File: config.mk
export PLATFORM = sky130hd
export DESIGN_NAME = uart_cmd_parser
export DESIGN_NICKNAME = d
export VERILOG_FILES = /design/src/rtl/uart_cmd_parser.sv
export SDC_FILE = /design/constraint.sdc
export NUM_CORES = 1
export LEC_CHECK = 0
export CAP_MARGIN = 20
export CELL_PAD_IN_SITES_DETAIL_PLACEMENT = 0
export CELL_PAD_IN_SITES_GLOBAL_PLACEMENT = 1
export CORE_MARGIN = 1
export CORE_UTILIZATION = 42
export DETAILED_ROUTE_END_ITERATION = 6
export PLACE_DENSITY_LB_ADDON = 0.08
export SETUP_SLACK_MARGIN = 0.05
export SLEW_MARGIN = 15
export SYNTH_ARGS = -nofsm -noshare
export SYNTH_HDL_FRONTEND = slang
export SYNTH_SLANG_ARGS = --single-unit
export TNS_END_PERCENT = 100
File: constraint.sdc
create_clock -name clk -period 3 [get_ports clk]
set_clock_uncertainty 0.05 [all_clocks]
set_input_delay 0.6 -clock clk [delete_from_list [all_inputs] [get_ports clk]]
set_output_delay 0.6 -clock clk [all_outputs]
set_load 0.1 [all_outputs]
File: src/rtl/uart_cmd_parser.sv
// UART command parser: receives framed commands (A5, CMD, LEN, payload, CK),
// streams LOAD_A/LOAD_B payload into the matrix buffers, issues the compute
// start pulse and answers each complete frame with ACK or NAK.
module uart_cmd_parser #(
  parameter int TIMEOUT_CYCLES = 500000,
  parameter int ADDR_W         = 7
) (
  input  logic              clk,
  input  logic              rst,
  input  logic [7:0]        rx_data,
  input  logic              rx_valid,
  output logic              rx_ready,
  output logic [7:0]        tx_data,
  output logic              tx_valid,
  input  logic              tx_ready,
  output logic              buf_wr_en,
  output logic              buf_wr_sel,
  output logic [ADDR_W-1:0] buf_wr_addr,
  output logic [7:0]        buf_wr_data,
  output logic              start,
  input  logic              busy,
  output logic [7:0]        err_count
);

  localparam int CNT_W = (TIMEOUT_CYCLES > 1) ? $clog2(TIMEOUT_CYCLES) : 1;
  localparam logic [CNT_W-1:0] CNT_LAST = CNT_W'(TIMEOUT_CYCLES - 1);

  localparam logic [7:0] SOF        = 8'hA5;
  localparam logic [7:0] ACK        = 8'h06;
  localparam logic [7:0] NAK        = 8'h15;
  localparam logic [7:0] CMD_LOAD_A = 8'h01;
  localparam logic [7:0] CMD_LOAD_B = 8'h02;
  localparam logic [7:0] CMD_START  = 8'h03;

  typedef enum logic [2:0] {
    S_IDLE    = 3'd0,
    S_CMD     = 3'd1,
    S_LEN     = 3'd2,
    S_PAYLOAD = 3'd3,
    S_CHECK   = 3'd4,
    S_RESP    = 3'd5
  } state_t;

  // Running frame checksum: XOR fold of one more byte.
  function automatic logic [7:0] ck_fold(input logic [7:0] ck, input logic [7:0] b);
    return ck ^ b;
  endfunction

  // Error counter increment that sticks at 255.
  function automatic logic [7:0] sat_inc(input logic [7:0] v);
    return (v == 8'hFF) ? 8'hFF : v + 8'd1;
  endfunction

  state_t           r_state;
  state_t           w_state_nxt;
  logic [7:0]       r_cmd;
  logic [7:0]       r_len;
  logic [7:0]       r_ck;
  logic [7:0]       r_off;
  logic [CNT_W-1:0] r_idle_cnt;
  logic [7:0]       r_tx_data;
  logic             r_wr_en;
  logic             r_wr_sel;
  logic [ADDR_W-1:0] r_wr_addr;
  logic [7:0]       r_wr_data;
  logic             r_start;
  logic [7:0]       r_err;

  logic w_rx_ready;
  logic w_cnt_active;
  logic w_timeout;
  logic w_accept;
  logic w_last;
  logic w_is_load;
  logic w_ack;

  assign w_rx_ready   = (r_state != S_RESP);
  assign w_cnt_active = (r_state == S_CMD) || (r_state == S_LEN) ||
                        (r_state == S_PAYLOAD) || (r_state == S_CHECK);
  // Timeout wins over a byte arriving in the same cycle.
  assign w_timeout    = w_cnt_active && (r_idle_cnt == CNT_LAST);
  assign w_accept     = rx_valid && w_rx_ready && !w_timeout;
  assign w_last       = ((r_off + 8'd1) == r_len);
  assign w_is_load    = (r_cmd == CMD_LOAD_A) || (r_cmd == CMD_LOAD_B);
  assign w_ack        = (rx_data == r_ck) &&
                        (w_is_load || (r_cmd == CMD_START)) &&
                        !((r_cmd == CMD_START) && busy);

  // State register.
  always_ff @(posedge clk) begin
    if (rst) begin
      r_state <= S_IDLE;
    end else begin
      r_state <= w_state_nxt;
    end
  end

  // Next-state logic for the frame parser.
  always_comb begin
    w_state_nxt = r_state;
    case (r_state)
      S_IDLE: begin
        if (w_accept && (rx_data == SOF)) begin
          w_state_nxt = S_CMD;
        end else begin
          w_state_nxt = S_IDLE;
        end
      end
      S_CMD: begin
        if (w_timeout) begin
          w_state_nxt = S_IDLE;
        end else if (w_accept) begin
          w_state_nxt = S_LEN;
        end else begin
          w_state_nxt = S_CMD;
        end
      end
      S_LEN: begin
        if (w_timeout) begin
          w_state_nxt = S_IDLE;
        end else if (w_accept) begin
          w_state_nxt = (rx_data == 8'h00) ? S_CHECK : S_PAYLOAD;
        end else begin
          w_state_nxt = S_LEN;
        end
      end
      S_PAYLOAD: begin
        if (w_timeout) begin
          w_state_nxt = S_IDLE;
        end else if (w_accept && w_last) begin
          w_state_nxt = S_CHECK;
        end else begin
          w_state_nxt = S_PAYLOAD;
        end
      end
      S_CHECK: begin
        if (w_timeout) begin
          w_state_nxt = S_IDLE;
        end else if (w_accept) begin
          w_state_nxt = S_RESP;
        end else begin
          w_state_nxt = S_CHECK;
        end
      end
      S_RESP: begin
        if (tx_ready) begin
          w_state_nxt = S_IDLE;
        end else begin
          w_state_nxt = S_RESP;
        end
      end
      default: w_state_nxt = S_IDLE;
    endcase
  end

  // Frame datapath: header capture, checksum, buffer writes, response and errors.
  always_ff @(posedge clk) begin
    if (rst) begin
      r_cmd      <= 8'h00;
      r_len      <= 8'h00;
      r_ck       <= 8'h00;
      r_off      <= 8'h00;
      r_idle_cnt <= {CNT_W{1'b0}};
      r_tx_data  <= 8'h00;
      r_wr_en    <= 1'b0;
      r_wr_sel   <= 1'b0;
      r_wr_addr  <= {ADDR_W{1'b0}};
      r_wr_data  <= 8'h00;
      r_start    <= 1'b0;
      r_err      <= 8'h00;
    end else begin
      r_wr_en <= 1'b0;
      r_start <= 1'b0;
      if (w_cnt_active && !w_timeout && !w_accept) begin
        r_idle_cnt <= r_idle_cnt + CNT_W'(1);
      end else begin
        r_idle_cnt <= {CNT_W{1'b0}};
      end
      if (w_timeout) begin
        r_err <= sat_inc(r_err);
      end else if (w_accept) begin
        case (r_state)
          S_CMD: begin
            r_cmd <= rx_data;
            r_ck  <= rx_data;
          end
          S_LEN: begin
            r_len <= rx_data;
            r_ck  <= ck_fold(r_ck, rx_data);
            r_off <= 8'h00;
          end
          S_PAYLOAD: begin
            r_ck  <= ck_fold(r_ck, rx_data);
            r_off <= r_off + 8'd1;
            if (w_is_load) begin
              r_wr_en   <= 1'b1;
              r_wr_sel  <= (r_cmd == CMD_LOAD_B);
              r_wr_addr <= ADDR_W'(r_off);
              r_wr_data <= rx_data;
            end
          end
          S_CHECK: begin
            r_tx_data <= w_ack ? ACK : NAK;
            if (w_ack && (r_cmd == CMD_START)) begin
              r_start <= 1'b1;
            end
            if (!w_ack) begin
              r_err <= sat_inc(r_err);
            end
          end
          default: begin
          end
        endcase
      end
    end
  end

  assign rx_ready    = w_rx_ready;
  assign tx_valid    = (r_state == S_RESP);
  assign tx_data     = r_tx_data;
  assign buf_wr_en   = r_wr_en;
  assign buf_wr_sel  = r_wr_sel;
  assign buf_wr_addr = r_wr_addr;
  assign buf_wr_data = r_wr_data;
  assign start       = r_start;
  assign err_count   = r_err;

endmodule

=== Word-level counts from Yosys, hierarchy flattened ===
Cells that the tools add are included.

* Bitwise gates (word level): 6
* Mux-type cells: 22
* Reductions and logical operators: 36
* Eq/ne operators: 15
* Add/sub/neg operators: 3

{| class="wikitable"
|+ Operators with widths
! cell !! count
|-
| $mux 8 || 5
|-
| $pmux 8 s2 || 2
|-
| $mux 3 || 7
|-
| $add 19x1->19 const B || 1
|-
| $eq 19x19->1 const B || 1
|-
| $pmux 3 s6 || 1
|-
| $reduce_and 3->1 || 6
|-
| $add 8x1->8 const B || 2
|-
| $eq 8x2->1 const B || 2
|-
| $eq 8x8->1 || 2
|-
| $eq 8x8->1 const B || 2
|-
| $logic_and 1x1->1 || 11
|-
| $eq 8x1->1 const B || 1
|-
| $logic_not 8->1 || 1
|-
| $reduce_bool 2->1 || 4
|-
| $reduce_or 4->1 || 2
|-
| $xor 8x8->8 || 1
|-
| $eq 3x2->1 const B || 2
|-
| $eq 3x3->1 const B || 2
|-
| $logic_or 1x1->1 || 5
|-
| $mux 5 || 1
|-
| $not 1->1 || 5
|-
| $mux 1 || 4
|-
| $mux 2 || 2
|-
| 7 further kinds || 10
|}

* Register bits after elaboration: 88
* Input bits: 13

=== Longest topological paths before layout ===
Gate-level depths: netlist of run 1.

* Depth in word-level cells: 11
* Depth in mapped cells: 9
* Mapped depth without buffers: 7

=== Worst setup path before layout of run 1 ===
Ideal clock, no wire load.

* Path type: reg2out
* From: reg r_state[2]
* To: out tx_valid
* Cell stages (with the launch flop): 4
* Buffers on the path: 1
* Setup slack: -0.051 ns
* Arrival: 2.401 ns
* Data required time: 2.350 ns
* Cell sequence: dfxtp_1 > clkbuf_1 > nand3b_1 > inv_1

* Word-level cells in the longest chain between the ends: 1

{| class="wikitable"
|+ Ends and longest elaborated chain
! item !! line !! text
|-
| from (decl) || 54 || <nowiki>state_t r_state;</nowiki>
|-
| from (signal assigned) || 94 || <nowiki>r_state <= w_state_nxt;</nowiki>
|-
| $eq 3x3->1 || 219 || <nowiki>assign tx_valid = (r_state == S_RESP);</nowiki>
|-
| to (decl) || 14 || <nowiki>output logic tx_valid,</nowiki>
|}

No other way between the ends.

=== Final worst setup path of run 1 ===
* From: reg r_idle_cnt[6]
* To: reg r_err[7] (netlist: err_count[7])

* Word-level cells in the longest chain between the ends: 6
* Elaborated cells between the ends (all ways): 9

{| class="wikitable"
|+ Ends and longest elaborated chain
! item !! line !! text
|-
| from (decl) || 60 || <nowiki>logic [CNT_W-1:0] r_idle_cnt;</nowiki>
|-
| from (signal assigned) || 163 || <nowiki>r_idle_cnt <= {CNT_W{1'b0}};</nowiki>
|-
| from (signal assigned) || 175 || <nowiki>r_idle_cnt <= r_idle_cnt + CNT_W'(1);</nowiki>
|-
| from (signal assigned) || 177 || <nowiki>r_idle_cnt <= {CNT_W{1'b0}};</nowiki>
|-
| $eq 19x19->1 (*) || 81 || <nowiki>assign w_timeout = w_cnt_active && (r_idle_cnt == CNT_LAST);</nowiki>
|-
| $logic_and 1x1->1 (*) || 81 ||
|-
| $logic_not 1->1 || 82 || <nowiki>assign w_accept = rx_valid && w_rx_ready && !w_timeout;</nowiki>
|-
| $logic_and 1x1->1 || 82 ||
|-
| $reduce_bool 2->1 (no source line) || - ||
|-
| $reduce_and 3->1 (no source line) || - ||
|-
| to (signal assigned) || 180 || <nowiki>r_err <= sat_inc(r_err);</nowiki>
|-
| to (signal assigned) || 208 || <nowiki>r_err <= sat_inc(r_err);</nowiki>
|-
| to (decl) || 67 || <nowiki>logic [7:0] r_err;</nowiki>
|}

Mark *: on every way between the ends. The rest lies on a longest branch, timed or not.
A chain may end at the register's enable or synchronous reset.

==> impl_metrics.env, run 1 <==
export IMPL_power_uw=1970
export IMPL_antenna_found_initial=0
export IMPL_slew_headroom_pct=54.2
export IMPL_synth_cell_types=60
export IMPL_synthFlopType="dfxtp_1"
export IMPL_cts_buffer_depth=2
export IMPL_holdCritPathClass="reg2reg"
export IMPL_avgRoutedWirePerCell_um=14.8
export IMPL_drive_gt1_share_pct=13.7
export IMPL_die_area_sq_um=10200
export IMPL_fmax_mhz=379
export IMPL_grt_first_pass_wirelength_mm=16.2
export IMPL_cts_buffers=9
export IMPL_grt_pass1_vias=3289
export IMPL_setup_viol=0
export IMPL_grt_overflow=0
export IMPL_dpl_cell_count=648
export IMPL_start_util_pct=43.9
export IMPL_required_ns=3.20
export IMPL_cts_sinks=83
export IMPL_grt_max_degree=36
export IMPL_routed_wl_mm=9.78
export IMPL_setup_tns_final_ns=0
export IMPL_power_density_nw_per_um2=413
export IMPL_final_antenna_net_count=0
export IMPL_place_area_sq_um=4590
export IMPL_endpoint_kind="register"
export IMPL_std_cell_rows=35
export IMPL_nNetsFinal=546
export IMPL_critical_path_startpoint="r_idle_cnt[6]"
export IMPL_gp_congestion=0.814
export IMPL_final_max_slew_violation_count=0
export IMPL_cts_tree="built"
export IMPL_critPathBufInv=0
export IMPL_cts_resized=0
export IMPL_grtUsageTotal_pct=20.7
export IMPL_worst_pin_slew_ns=0.687
export IMPL_crit_slowest_cell="or4_4"
export IMPL_path_clk_slew_ns=0.08
export IMPL_r2r_slack_ns=0.36
export IMPL_path_cells="or4_4 -> nor4_2 -> nand3_1 -> o21ai_2 -> nand4_1 -> o311a_1"
export IMPL_max_vdd_ir_drop_mv=0.232
export IMPL_htreeDepth=3
export IMPL_worstSetupStartpointType="register"
export IMPL_num_io_pins=49
export IMPL_rsz0062_at_grt="false"
export IMPL_fin_crit_ns=2.64
export IMPL_hpwl_mm=6.97
export IMPL_synth_edf_count=0
export IMPL_syn_avg_cell_area_sq_um=8.29
export IMPL_cp_arrival_ns=2.83
export IMPL_ys_ff_latch=83
export IMPL_io_buffers=44
export IMPL_finalInstanceArea_sq_um=4770
export IMPL_detail_route_first_pass_iterations=5
export IMPL_criticalPathCategory="reg2reg"
export IMPL_yosysSeqAreaShare_pct=40.5
export IMPL_post_cts_buffers=0
export IMPL_via_count=3486
export IMPL_diodes=0
export IMPL_r2r_start="r_idle_cnt[6]"
export IMPL_initialDrtViolationCount=144
export IMPL_path_delay_family="simple AND/OR/NAND/NOR gates"
export IMPL_async_reset_ff_share_pct=0
export IMPL_maxCapViolCount=0
export IMPL_status="finished clean"
export IMPL_fin_crit_sh_pct=88.0
export IMPL_fillCellCount=917
export IMPL_reg2reg_depth=6
export IMPL_hold_buffers=0
export IMPL_r2r_end="err_count[7]"
export IMPL_cpPeakStageDelay_ns=0.54
export IMPL_viasPerCell=5.26
export IMPL_die_w_um=101
export IMPL_syn_area_sq_um=4100
export IMPL_crit_end="err_count[7]"
export IMPL_hold_violations=0
export IMPL_syn_inst=494
export IMPL_area_delta_synth_final_pct=16.4
export IMPL_die_y_um=101
export IMPL_cp_depth=6
export IMPL_final_cells=663
export IMPL_clockRootBuffer="clkbuf_8"
export IMPL_core_area_sq_um=9330
export IMPL_critPathMaxFanout=16
export IMPL_power_leakage_uw=0.00173
export IMPL_clock_latency_ns=0.35
export IMPL_drc=0
export IMPL_yosys_warnings=0
==> final cells by class <==
class                      count  area [sq um]  area share [%]
multi-input combinational    362          2210            46.3
sequential                    83          1660            34.8
timing repair buffer          59           493            10.3
tap                          129           161            3.38
clock buffer                  10           128            2.68
inverter                      15          60.1            1.26
clock inverter                 5          55.1            1.15
==> metal layers <==
metal	GRT usage, %	vias up	part of all wire, %	wire length (um)
met1	28.4	1611	48	4730
li1	-	1784	-	-
met2	32.6	82	46	4500
met4	6.02	0	1.1	110
met3	4.65	9	4.5	439
met5	0	-	0	0
==> cells by family after synthesis <==
logic type / synth area share, %
simple gates: 25.0
buf+inv: 5.80
fa+ha+maj: 0.916
flops: 40.5
other cells: 0.0915
xor+xnor: 7.69
mux: 5.37
compound gates: 14.5
==> worst reg2reg max path: cells and delay by family (launching register included) <==
kind               cells  cell delay (ns)
DFF                    1             0.35
AOI/OAI and AO/OA      2             0.71
and+or+nand+nor        4             1.43
==> state kept, by name, summed over array words and instances (netlist names), 3 cells and up <==
signal and cells:
r_cmd 8, buf_wr_data 8, r_len 8, r_idle_cnt 19
r_off 8, r_ck 8, tx_data 3, buf_wr_addr 7
r_state 3, err_count 8
==> per-stage QoR <==
step / hold slack, ns / util [%] / setup WS [ns]
floorplan: 0.363 / - / 0.0902
global placement: 0.376 / 49.2 / 0.253
detailed placement: 0.387 / 49.2 / 0.189
CTS: 0.402 / 51.1 / 0.391
global route: 0.439 / 51.1 / 0.268
finish: 0.404 / 51.1 / 0.361
==> cell usage after synthesis (all sizes together) (2+ instances only) <==
library cell | instances | area share, %
nand4 | 7 | 1.1
nand3b | 3 | 0.55
nand2 | 37 | 3.4
inv | 15 | 1.4
nor2 | 85 | 7.8
o31ai | 7 | 1.3
nor3 | 13 | 1.9
nor4b | 2 | 0.43
o21ai | 19 | 2.4
a22oi | 3 | 0.55
a41o | 3 | 0.73
a311oi | 3 | 0.64
and3 | 8 | 1.2
xnor2 | 28 | 6.0
or3 | 4 | 0.61
ha | 3 | 0.92
and4 | 2 | 0.43
mux2i | 22 | 5.4
a31oi | 3 | 0.46
and2 | 2 | 0.31
buf | 18 | 2.7
o22ai | 3 | 0.46
a2bb2oi | 2 | 0.43
nand2b | 2 | 0.31
nor4 | 8 | 1.7
dfxtp | 83 | 41
xor2 | 8 | 1.7
or4 | 5 | 1.1
or2 | 3 | 0.46
nand3 | 19 | 2.4
clkbuf | 19 | 1.7
a41oi | 2 | 0.43
a21o | 6 | 1.1
a21oi | 31 | 3.8
==> layout by cell type (no fill, tap or decap), drive strengths merged, types with 4 or more instances in the layout <==
cell type,count
xor2,8
buf,48
o31ai,7
and3,8
mux2i,22
a21o,6
conb,4
dfxtp,83
nor2,85
or3,4
nor3,13
or4,5
nor4,8
o21ai,19
nand4,7
nand2,37
inv,14
clkbuf,10
a21oi,31
clkdlybuf4s50,11
xnor2,28
nand3,19
==> worst min path at each step <==
stage	slack [ns]	cells past startpoint	to	start
5_1_grt	0.44	2	r_cmd[6]	r_cmd[6]
6_report	0.40	1	r_idle_cnt[0]	r_idle_cnt[0]
4_1_cts	0.40	1	r_idle_cnt[0]	r_idle_cnt[0]
2_1_floorplan	0.36	1	r_idle_cnt[0]	r_idle_cnt[0]
3_5_place_dp	0.39	1	r_idle_cnt[0]	r_idle_cnt[0]
3_3_place_gp	0.38	1	r_idle_cnt[0]	r_idle_cnt[0]
==> power by group <==
group	switching [uW]	internal, uW
Clock	396	378
Combinational	65.2	29.6
Sequential	0.406	1100
Power figures use the tool's default switching activity.
==> run 2, diff against run 1 <==
--- a/config.mk
+++ b/config.mk
@@ -13,7 +13,6 @@
 export DETAILED_ROUTE_END_ITERATION = 6
 export PLACE_DENSITY_LB_ADDON = 0.08
 export SETUP_SLACK_MARGIN = 0.05
-export SLEW_MARGIN = 15
 export SYNTH_ARGS = -nofsm -noshare
 export SYNTH_HDL_FRONTEND = slang
 export SYNTH_SLANG_ARGS = --single-unit
==> results of run 2 <==
Final layout, timing and power as in run 1 (identical DEF).
==> run 3, diff against run 2 <==
--- a/config.mk
+++ b/config.mk
@@ -9,7 +9,8 @@
 export CELL_PAD_IN_SITES_DETAIL_PLACEMENT = 0
 export CELL_PAD_IN_SITES_GLOBAL_PLACEMENT = 1
 export CORE_MARGIN = 1
-export CORE_UTILIZATION = 42
+export CORE_UTILIZATION = 40
+export CTS_BUF_LIST = sky130_fd_sc_hd__clkbuf_2
 export DETAILED_ROUTE_END_ITERATION = 6
 export PLACE_DENSITY_LB_ADDON = 0.08
 export SETUP_SLACK_MARGIN = 0.05
==> run 3 against run 2 <==
Compared with the run above:
- flip-flop and latch count is the same
- clock power shrank 36%
- highest routed layer unchanged
- worst setup slack gained 0.051 ns
- critical path type unchanged
- routed wire length grew 7.8%
==> impl_metrics.env, run 3 (same netlist as run 1, synthesis figures left out) <==
export IMPL_critPathMaxFanout=16
export IMPL_fin_hold_ws_ns=0.366
export IMPL_cts_sinks=83
export IMPL_antenna_found_initial=0
export IMPL_reg2reg_depth=6
export IMPL_rsz0062_at_grt="false"
export IMPL_dpl_cell_count=652
export IMPL_path_clk_slew_ns=0.22
export IMPL_grt_max_degree=34
export IMPL_cts_resized=0
export IMPL_gp_congestion=0.818
export IMPL_final_cells=668
export IMPL_viasPerCell=5.34
export IMPL_diodes=0
export IMPL_final_common_cell="nor2_1"
export IMPL_endpoint_kind="register"
export IMPL_drc=0
export IMPL_cts_tree="built"
export IMPL_final_max_slew_violation_count=0
export IMPL_hpwl_mm=7.49
export IMPL_detail_route_first_pass_iterations=5
export IMPL_clock_latency_ns=0.53
export IMPL_final_antenna_net_count=0
export IMPL_worstSetupStartpointType="register"
export IMPL_hold_buffers=0
export IMPL_fmax_mhz=386
export IMPL_hold_violations=0
export IMPL_fin_crit_sh_pct=86.3
export IMPL_holdCritPathClass="in2reg"
export IMPL_worst_pin_slew_ns=0.583
export IMPL_power_leakage_uw=0.00169
export IMPL_die_area_sq_um=10700
export IMPL_drive_gt1_share_pct=13.6
export IMPL_max_vdd_ir_drop_mv=0.151
export IMPL_core_area_sq_um=9860
export IMPL_cts_buffer_depth=2
export IMPL_grtUsageTotal_pct=21.2
export IMPL_routed_wl_mm=10.5
export IMPL_pre_cts_slack_ns=0.176
export IMPL_nNetsFinal=546
export IMPL_grt_first_pass_wirelength_mm=16.9
export IMPL_num_io_pins=49
export IMPL_slew_headroom_pct=61.2
export IMPL_avgRoutedWirePerCell_um=15.8
export IMPL_status="finished clean"
export IMPL_io_buffers=44
export IMPL_r2r_slack_ns=0.41
export IMPL_clockRootBuffer="clkbuf_2"
export IMPL_largest_reg_flops=19
export IMPL_r2r_end="err_count[7]"
export IMPL_cp_arrival_ns=2.99
export IMPL_min_path_cells=3
export IMPL_maxCapViolCount=0
export IMPL_final_cell_mix="nor2_1, dfxtp_1, buf_4"
export IMPL_setup_tns_final_ns=0
export IMPL_via_count=3564
export IMPL_post_cts_buffers=0
export IMPL_cts_buffers=9
export IMPL_initialDrtViolationCount=187
export IMPL_setup_viol=0
export IMPL_hold_path_endpoint="err_count[7]"
export IMPL_fin_ws_ns=0.412
export IMPL_hold_start="rst"
export IMPL_std_cell_rows=36
export IMPL_start_util_pct=41.5
export IMPL_fillCellCount=1009
export IMPL_required_ns=3.40
export IMPL_grt_overflow=0
export IMPL_area_delta_synth_final_pct=13.7
export IMPL_die_w_um=103
export IMPL_top_register="r_idle_cnt"
export IMPL_grt_pass1_vias=3186
export IMPL_r2r_start="r_idle_cnt[6]"
export IMPL_die_y_um=103
export IMPL_htreeDepth=3
export IMPL_fin_crit_ns=2.59
export IMPL_power_density_nw_per_um2=364
export IMPL_criticalPathCategory="reg2reg"
-- run 3: worst max-delay path by stage --
| stage | from | end | slack [ns] | depth (start not counted) |
|---|---|---|---|---|
| detailed placement | rx_data[1] | err_count[7] | 0.18 | 8 |
| global route | r_idle_cnt[6] | err_count[6] | 0.31 | 6 |
| floorplan | r_state[2] | tx_valid | 0.09 | 3 |
| global placement | rx_data[1] | err_count[7] | 0.27 | 8 |
| CTS | r_idle_cnt[7] | err_count[7] | 0.39 | 6 |
| finish | r_idle_cnt[6] | err_count[7] | 0.41 | 6 |
-- run 3: layout make-up --
type,instances,area (sq um),area share (%)
Multi-Input combinational cell,362,2210,47.4
Sequential cell,83,1660,35.7
Clock inverter,6,32.5,0.698
Inverter,15,60.1,1.29
Tap cell,133,166,3.57
Clock buffer,10,50.0,1.07
Timing Repair Buffer,59,480,10.3
-- run 3: routing by layer --
| metal | track usage (%) | vias to the layer above | share of wire [%] |
|---|---|---|---|
| met3 | 4.70 | 11 | 3.6 |
| met5 | 0 | - | 0 |
| li1 | - | 1783 | - |
| met2 | 31.5 | 82 | 46 |
| met1 | 30.7 | 1688 | 50 |
| met4 | 6.07 | 0 | 1.2 |
-- run 3: metrics by stage --
stage | power (uW) | cell area (sq um) | utilization, %
2_1_floorplan | 1190 | 4110 | -
3_5_place_dp | 1220 | 4580 | 46.4
3_3_place_gp | 1220 | 4580 | 46.4
4_1_cts | 1720 | 4660 | 47.2
6_report | 1690 | 4660 | 47.2
5_1_grt | 1790 | 4660 | 47.2
-- run 3: report_power, final --
part	switching, uW	internal, uW	total [uW]	leakage [uW]
sequential	0.422	1110	1110	0.000668
clock	388	104	492	0.0000528
combinational	67.4	29.7	97.0	0.000969
-- run 3: critical path: stages (launching register included) --
cell,delay [ns]
dfxtp_1,0.39
or4_4,0.53
nor4_2,0.43
nand3_1,0.28
o21ai_2,0.31
nand4_1,0.16
o311a_1,0.34
